### src/rtl/pipelined_addsub_pkg.sv
// Shared constants and sizing helpers for the pipelined add/subtract unit.
package addsub_pkg;
  localparam logic MODE_ADD = 1'b0;
  localparam logic MODE_SUB = 1'b1;

  function automatic int calc_stages(input int width, input int chunk);
    return width / chunk;
  endfunction

  function automatic bit width_ok(input int width, input int chunk);
    return (chunk > 0) && (width >= chunk) && ((width % chunk) == 0);
  endfunction
endpackage

### src/rtl/pipelined_addsub_if.sv
// Operand/result bundle for pipelined_addsub; ovf exists only when ADDSUB_OVF_EN is defined.
interface pipelined_addsub_if #(parameter int WIDTH = 32);
  // valid/ready: a transfer occurs on any cycle where valid and ready are both
  // high; the producer keeps valid and its payload stable until that cycle.
  logic             in_valid;
  logic             in_ready;
  logic [WIDTH-1:0] a;
  logic [WIDTH-1:0] b;
  logic             cin;
  logic             sub;
  logic             out_valid;
  logic             out_ready;
  logic [WIDTH-1:0] sum;
  logic             cout;
`ifdef ADDSUB_OVF_EN
  logic             ovf;
`endif

  modport master (
    output in_valid, a, b, cin, sub, out_ready,
    input  in_ready, out_valid, sum, cout
`ifdef ADDSUB_OVF_EN
    , input ovf
`endif
  );

  modport slave (
    input  in_valid, a, b, cin, sub, out_ready,
    output in_ready, out_valid, sum, cout
`ifdef ADDSUB_OVF_EN
    , output ovf
`endif
  );
endinterface

### src/rtl/pipelined_addsub_chunk_adder.sv
// Combinational CHUNK-bit adder slice; also reports the carry into its MSB for overflow.
module chunk_adder #(
  parameter int CHUNK = 8
) (
  input  logic [CHUNK-1:0] i_a,
  input  logic [CHUNK-1:0] i_b,
  input  logic             i_cin,
  output logic [CHUNK-1:0] o_sum,
  output logic             o_cout,
  output logic             o_msb_cin
);
  logic [CHUNK:0] w_full;

  assign w_full    = {1'b0, i_a} + {1'b0, i_b} + {{CHUNK{1'b0}}, i_cin};
  assign o_sum     = w_full[CHUNK-1:0];
  assign o_cout    = w_full[CHUNK];
  // Sum bit = a ^ b ^ carry-in, so the carry into the MSB falls out directly.
  assign o_msb_cin = w_full[CHUNK-1] ^ i_a[CHUNK-1] ^ i_b[CHUNK-1];
endmodule

### src/rtl/pipelined_addsub.sv
// Pipelined add/subtract: WIDTH is resolved CHUNK bits per stage, carry registered between stages.
// Define ADDSUB_OVF_EN to add a registered signed-overflow output aligned with sum.
module pipelined_addsub
  import addsub_pkg::*;
#(
  parameter int WIDTH = 32,
  parameter int CHUNK = 8
) (
  input logic               clk,
  input logic               rst,
  pipelined_addsub_if.slave bus
);
  localparam int STAGES = calc_stages(WIDTH, CHUNK);

  if (!width_ok(WIDTH, CHUNK)) begin : g_cfg_check
    $error("pipelined_addsub: WIDTH must be a positive multiple of CHUNK");
  end

  logic             w_en;
  logic [WIDTH-1:0] w_b_eff;
  logic             w_c0;

  logic [WIDTH-1:0] w_a_in   [STAGES];
  logic [WIDTH-1:0] w_b_in   [STAGES];
  logic [WIDTH-1:0] w_sum_in [STAGES];
  logic [WIDTH-1:0] w_sum_nxt[STAGES];
  logic [CHUNK-1:0] w_slice  [STAGES];
  logic [STAGES-1:0] w_c_in;
  logic [STAGES-1:0] w_cout;
  logic [STAGES-1:0] w_msb_cin;

  logic [WIDTH-1:0]  r_a  [STAGES];
  logic [WIDTH-1:0]  r_b  [STAGES];
  logic [WIDTH-1:0]  r_sum[STAGES];
  logic [STAGES-1:0] r_c;
  logic [STAGES-1:0] r_vld;

  // The whole pipe advances or freezes together; no bubble collapsing.
  assign w_en         = !r_vld[STAGES-1] || bus.out_ready;
  assign bus.in_ready = w_en;

  // Subtraction runs as A + ~B + ~borrow, so cout=1 means no borrow.
  assign w_b_eff = (bus.sub == MODE_ADD) ? bus.b : ~bus.b;
  assign w_c0    = bus.cin ^ (bus.sub == MODE_SUB);

  // Stage s sees operands right-aligned so its slice is always the low CHUNK bits.
  always_comb begin
    w_a_in[0]   = bus.a;
    w_b_in[0]   = w_b_eff;
    w_c_in[0]   = w_c0;
    w_sum_in[0] = '0;
    for (int s = 1; s < STAGES; s++) begin
      w_a_in[s]   = r_a[s-1];
      w_b_in[s]   = r_b[s-1];
      w_c_in[s]   = r_c[s-1];
      w_sum_in[s] = r_sum[s-1];
    end
  end

  for (genvar g = 0; g < STAGES; g++) begin : g_stage
    chunk_adder #(.CHUNK(CHUNK)) u_chunk (
      .i_a      (w_a_in[g][CHUNK-1:0]),
      .i_b      (w_b_in[g][CHUNK-1:0]),
      .i_cin    (w_c_in[g]),
      .o_sum    (w_slice[g]),
      .o_cout   (w_cout[g]),
      .o_msb_cin(w_msb_cin[g])
    );
  end

  always_comb begin
    for (int s = 0; s < STAGES; s++) begin
      w_sum_nxt[s] = w_sum_in[s];
      w_sum_nxt[s][s*CHUNK +: CHUNK] = w_slice[s];
    end
  end

  always_ff @(posedge clk) begin
    if (rst) begin
      r_a   <= '{default: '0};
      r_b   <= '{default: '0};
      r_sum <= '{default: '0};
      r_c   <= '0;
      r_vld <= '0;
    end else if (w_en) begin
      r_vld[0] <= bus.in_valid;
      for (int s = 1; s < STAGES; s++) begin
        r_vld[s] <= r_vld[s-1];
      end
      for (int s = 0; s < STAGES; s++) begin
        r_a[s]   <= w_a_in[s] >> CHUNK;
        r_b[s]   <= w_b_in[s] >> CHUNK;
        r_c[s]   <= w_cout[s];
        r_sum[s] <= w_sum_nxt[s];
      end
    end
  end

  // Last-stage operand remainders and non-MSB slice carries have no consumer.
  logic w_unused_tail;
  assign w_unused_tail = ^{r_a[STAGES-1], r_b[STAGES-1], w_msb_cin};

  assign bus.out_valid = r_vld[STAGES-1];
  assign bus.sum       = r_sum[STAGES-1];
  assign bus.cout      = r_c[STAGES-1];

`ifdef ADDSUB_OVF_EN
  logic r_ovf;

  always_ff @(posedge clk) begin
    if (rst) begin
      r_ovf <= 1'b0;
    end else if (w_en) begin
      r_ovf <= w_msb_cin[STAGES-1] ^ w_cout[STAGES-1];
    end
  end

  assign bus.ovf = r_ovf;
`endif
endmodule

### src/flat_wrapper.sv
// flat-port wrapper written by rule: the top's interface ports become plain ports
module pipelined_addsub_flat import addsub_pkg::*;
#(
  parameter int WIDTH = 32,
  parameter int CHUNK = 8
)
  (clk, rst, bus_in_valid, bus_a, bus_b, bus_cin, bus_sub, bus_out_ready, bus_in_ready, bus_out_valid, bus_sum, bus_cout);
  pipelined_addsub_if #(.WIDTH(WIDTH)) bus_i ();
  input logic clk;
  input logic rst;
  input wire logic [$bits(bus_i.in_valid)-1:0] bus_in_valid;
  input wire logic [$bits(bus_i.a)-1:0] bus_a;
  input wire logic [$bits(bus_i.b)-1:0] bus_b;
  input wire logic [$bits(bus_i.cin)-1:0] bus_cin;
  input wire logic [$bits(bus_i.sub)-1:0] bus_sub;
  input wire logic [$bits(bus_i.out_ready)-1:0] bus_out_ready;
  output wire logic [$bits(bus_i.in_ready)-1:0] bus_in_ready;
  output wire logic [$bits(bus_i.out_valid)-1:0] bus_out_valid;
  output wire logic [$bits(bus_i.sum)-1:0] bus_sum;
  output wire logic [$bits(bus_i.cout)-1:0] bus_cout;
  assign bus_i.in_valid = bus_in_valid;
  assign bus_i.a = bus_a;
  assign bus_i.b = bus_b;
  assign bus_i.cin = bus_cin;
  assign bus_i.sub = bus_sub;
  assign bus_i.out_ready = bus_out_ready;
  assign bus_in_ready = bus_i.in_ready;
  assign bus_out_valid = bus_i.out_valid;
  assign bus_sum = bus_i.sum;
  assign bus_cout = bus_i.cout;
  pipelined_addsub #(.WIDTH(WIDTH), .CHUNK(CHUNK)) u_core (.clk(clk), .rst(rst), .bus(bus_i));
endmodule
### config.mk
export PLATFORM = sky130hd
export DESIGN_NAME = pipelined_addsub_flat
export DESIGN_NICKNAME = d
export VERILOG_FILES = /design/src/rtl/pipelined_addsub_pkg.sv /design/src/rtl/pipelined_addsub_if.sv /design/src/rtl/pipelined_addsub_chunk_adder.sv /design/src/rtl/pipelined_addsub.sv /design/src/flat_wrapper.sv
export SDC_FILE = /design/constraint.sdc
export NUM_CORES = 1
export LEC_CHECK = 0
export BUFFER_PORTS_ARGS = -buffer_cell sky130_fd_sc_hd__buf_2
export CORE_ASPECT_RATIO = 0.5
export CORE_MARGIN = 2
export CORE_UTILIZATION = 35
export DETAILED_ROUTE_END_ITERATION = 8
export GPL_ROUTABILITY_DRIVEN = 1
export GPL_TIMING_DRIVEN = 0
export PLACE_DENSITY = 0.51
export SLEW_MARGIN = 20
export SYNTH_ARGS = -nofsm -noshare
export SYNTH_HDL_FRONTEND = slang
export SYNTH_SLANG_ARGS = --single-unit
### constraint.sdc
create_clock -name clk -period 7.5 [get_ports clk]
set_clock_uncertainty 0.05 [all_clocks]
set_input_delay 1.125 -clock clk [delete_from_list [all_inputs] [get_ports clk]]
set_output_delay 1.125 -clock clk [all_outputs]
set_load 0.1 [all_outputs]
# Yosys cells after proc, flatten, opt, wreduce, memory -nomap -nowiden

Cells that the tools add are included.

Register bits: 184
Input bits: 70
Output and inout bits: 35
Logic and storage cells: 25

$add $sub $neg: 8
Mux-type cells: 1
Bitwise operators: 2
Reduce and logical (&&, ||, !) cells: 2

Operators by type and width:

| cell                                   | count |
|---|---|
| 8-bit by 8-bit adder with 9-bit output | 4 |
| 9-bit by 1-bit adder with 9-bit output | 4 |
| 32-bit two-way mux                     | 1 |
| 32-bit inverter                        | 1 |
| 1-bit zero test                        | 1 |
| 1-bit logical OR                       | 1 |
| 1-bit XOR                              | 1 |

# Depth between registers and ports, before layout

Word-level depth: 4
Mapped depth: 10
Depth with buffers taken out: 8

# Hierarchy

A second synthesis with hierarchy kept.

Cell total of the unflattened synthesis: 1016
Area, all modules: 8489.4 um^2

By module, submodules not included:

| module                                       | times used | cells an instance | area an instance (um^2) | sequential area each (um^2) |
|---|---|---|---|---|
| pipelined_addsub                             | 1          | 842               | 6985.4                  | 3683.5 |
| chunk_adder at u_core.g_stage[1].u_chunk ... | 3          | 44                | 376.6                   | 0.0 |
| chunk_adder at u_core.g_stage[0].u_chunk     | 1          | 42                | 374.1                   | 0.0 |

# Least setup slack after synthesis

Ideal clock, no wire load.

Path kind: input to register
From: input bus_sub
To: register u_core.r_sum[102] (netlist bit)
Setup time: 117 ps
Arrival time: 3209 ps
Required time: 7333 ps
Setup slack: 4124 ps
Stages on the path: 10
Path buffers: 2
Cell sequence: buf_2 buf_2 xor2_1 fa_1 inv_1 fa_1 nor2b_4 o2111a_1 or3_1 a32o_1

Cells in the longest elaborated chain, start to end: 3
Elaborated cells on any way between the ends: 4
Classes of those cells: 2 x add/sub; 1 x mux; 1 x bitwise

RTL lines:

| element                                    | line                               | source |
|---|---|---|
| start, declared                            | flat_wrapper.sv:15                 | `input wire logic [$bits(bus_i.sub)-1:0] bus_sub;` |
| 32-bit two-way mux                         | pipelined_addsub.sv:43             | `assign w_b_eff = (bus.sub == MODE_ADD) ? bus.b : ~bus.b;` |
| 8-bit by 8-bit adder with 9-bit output     | pipelined_addsub_chunk_adder.sv:14 | `assign w_full = {1'b0, i_a} + {1'b0, i_b} + {{CHUNK{1'b0}}, i_cin};` |
| 9-bit by 1-bit adder with 9-bit output (*) | pipelined_addsub_chunk_adder.sv:14 |  |
| end signal, assigned by index              | pipelined_addsub.sv:94             | `r_sum[s] <= w_sum_nxt[s];` |
| end, declared                              | pipelined_addsub.sv:34             | `logic [WIDTH-1:0] r_sum[STAGES];` |

Mark *: on every way between the ends. The rest lies on a longest branch, timed or not.
A chain may end at the register's enable or synchronous reset.

# Worst setup path in the final report

From: input bus_out_ready
To: output bus_in_ready

Cells in the longest elaborated chain, start to end: 1

RTL lines:

| element          | line                   | source |
|---|---|---|
| start, declared  | flat_wrapper.sv:16     | `input wire logic [$bits(bus_i.out_ready)-1:0] bus_out_ready;` |
| 1-bit logical OR | pipelined_addsub.sv:39 | `assign w_en = !r_vld[STAGES-1] \|\| bus.out_ready;` |
| end, declared    | flat_wrapper.sv:17     | `output wire logic [$bits(bus_i.in_ready)-1:0] bus_in_ready;` |

Every way passes these cells.

==> impl_metrics.tcl <==
set metrics [dict create \
    status "finished, final reports clean" \
    overflow 0 \
    synth_ff_type "dfxtp_1" \
    p_switching_mw 0.665 \
    mostFrequentLayoutCells "272 x nand2_1, 184 x dfxtp_1, 155 x a21oi_1" \
    finalNonFillerCells 1411 \
    synth_compound_area_share_pct 17.5 \
    grt_pass1_vias 6659 \
    wl_per_cell_microns 16.6 \
    relSlewSlack_pct 36.5 \
    worst_slew_pin_slew_ns 0.949 \
    slew_viol_final 0 \
    core_sq_um 22800 \
    crit_arrival_ns 2.47 \
    syn_area_per_cell_sq_um 8.41 \
    die_w_microns 220 \
    synth.area.mux_share_pct 0.968 \
    yosysSeqAreaShare_pct 45.2 \
    post-cts-setup-buffers 0 \
    first_pass_iters 5 \
    worst_skew_pair.late_latency_ns 0.44 \
    ys_types 43 \
    critPathMostFrequentCell "buf_6" \
    ys_warn_count 0 \
    period_share_pct 48.6 \
    grt_setup_unrepaired "false" \
    synth_top_family_by_area "compound AO/OA/AOI/OAI gates" \
    start_kind "primary input" \
    ir_worst_vdd_v 0.000108 \
    cts_tree "built" \
    required_ns 6.32 \
    ys_ff_latch 184 \
    hold_class "reg2reg" \
    fin_nets 1197 \
    floorplan.initialDensity_pct 35.7 \
    clk_pin_slew_ns 0.07 \
    layout_commonest_cell "nand2_1" \
    htreeDepth 4 \
    cp_top_family "buffers and inverters" \
    fin_util_pct 42.4 \
    critPathMaxFanout 10 \
    port-buffer-count 103 \
    cts-resized-gates 0 \
    dieArea_sq_um 24600 \
    synthCells 969 \
    power_frac_comb_pct 13.0 \
    slowest_stage "buf_2" \
    seq_power_share_pct 45.6 \
    grt_pass1_wl_mm 36.4 \
    slowest_delay_ns 0.43 \
    synthSimpleGateAreaFrac_pct 17.3 \
    dp.cells 1379 \
    critPathBufInv 7 \
    cts.sinks 184 \
    clk_path_buf_depth 2 \
    synth_edf_count 0 \
    finalHoldViolCount 0 \
    ios 105 \
    drt-total-wl_mm 23.5 \
    hold_buffers 0 \
    die_y_microns 112 \
    drive_above_1_share_pct 19.9 \
    cp-end-kind "primary output" \
    syn_area_sq_um 8150 \
    synth.net_count 1075 \
    switching_share_pct 27.7 \
    synth_fa_ha_area_share_pct 6.27 \
    period_minus_slack_ns 3.65 \
    n_antenna_cell 0 \
    fin_tns_setup_ns 0 \
    gp_congestion 0.862 \
    numCtsBuffers 17 \
    root_buffer "clkbuf_16" \
    syn2layout_area_growth_pct 19.0 \
    grt_usage_pct 19.8 \
    maxCapViolCount 0 \
    setup_viol 0 \
    drc_errors 0 \
    internal-power_mw 1.74 \
    p_leak_nw 4.17 \
    rows 39 \
    dr.first_iter.drc_count 484 \
    nFillCells 2405 \
    via_per_inst 4.83 \
    fmax_ghz 0.274 \
    place_hpwl_mm 18.1 \
    async_flop_share_pct 0 \
    power.share.clock_pct 41.4 \
    worstSetupPathType "in2out" \
    antenna_found_initial 0 \
    timing.critical_path.cells "buf_2 > nor2b_1 > buf_4 > inv_2 > buf_6 > buf_6 > buf_6 > buf_2" \
    grt_max_degree 18 \
    num_vias 6812 \
    ant_nets 0 \
    p_per_area_nw_per_um2 248 \
    synth_xor_area_share_pct 5.05 \
]
==> state kept, by name, indices dropped and copies added, names as in the netlist <==
signal          cells
u_core.r_b         48
u_core.bus.sum     32
u_core.r_vld        4
u_core.r_sum       48
u_core.r_c          4
u_core.r_a         48
==> per-layer routing <==
layer	GRT usage, %	vias to the layer above	wire [microns]
met3	3.88	15	1080
met5	0	-	0
met2	29.6	120	9720
li1	-	3471	-
met1	29.3	3206	12500
met4	4.12	0	207
==> final timing paths <==
| kind | endpoint | depth (start not counted) | startpoint | slack, ns |
|---|---|---|---|---|
| worst min-delay path | u_core.bus.sum[1] | 2 | u_core.bus.sum[1] | 0.40 |
| worst max-delay path | bus_in_ready | 8 | bus_out_ready | 3.85 |
| worst max register to register | u_core.r_sum[54] | 6 | u_core.r_a[64] | 5.27 |
| worst min register to register | u_core.bus.sum[1] | 2 | u_core.bus.sum[1] | 0.40 |
==> power by group through the flow <==
stage               clock network, mW  logic [mW]  registers, mW
floorplan                           0       0.229           1.09
global placement                    0       0.307           1.12
detailed placement                  0       0.310           1.12
CTS                              1.01       0.312           1.10
global route                     1.05       0.342           1.10
finish                          0.995       0.312           1.10
==> tightest hold or removal path: cells and delay by family (launching register included) <==
family | cells | cell delay [ns]
AND/OR/NAND/NOR | 1 | 0.05
flip-flops | 1 | 0.31
AO/OA/AOI/OAI | 1 | 0.05
==> metrics by stage <==
step	setup slack [ns]	cell area, sq um	power, mW	hold WS [ns]
6_report	3.85	9690	2.40	0.403
5_1_grt	3.81	9690	2.50	0.417
4_1_cts	3.84	9690	2.42	0.406
3_5_place_dp	3.84	9050	1.43	0.394
3_3_place_gp	3.85	9050	1.42	0.388
2_1_floorplan	4.12	8150	1.32	0.375
==> area by class of cell <==
cell class | instances | area (sq um) | share of cell area (%)
flip-flops and latches | 184 | 3680 | 38.0
clock buffers | 18 | 439 | 4.53
repair buffers | 103 | 515 | 5.32
plain buffers | 97 | 582 | 6.00
clock inverters | 14 | 208 | 2.14
multi-input cells | 677 | 3840 | 39.6
inverters | 11 | 41.3 | 0.426
well taps | 307 | 384 | 3.96
==> cell usage after synthesis, drive strengths merged, types with 8 or more instances <==
cell	instances	area share, %
a211oi	36	3.3
a21o	14	1.3
a21oi	155	9.5
buf	76	6.2
clkbuf	21	0.97
dfxtp	184	45
fa	8	2.0
ha	28	4.3
inv	11	0.51
nand2	272	13
nor2	37	1.7
o21ai	10	0.61
xnor2	34	3.7
xor2	13	1.4
==> kinds of logic (layout without fill, tap and decap cells) <==
logic type	count (synthesis)	in the layout
simple gates	346	346
compound gates	241	241
flops	184	184
buf+inv	108	243
xor+xnor	47	47
fa+ha+maj	36	36
mux	7	7
Note: power is estimated with default switching activity, not from simulation.
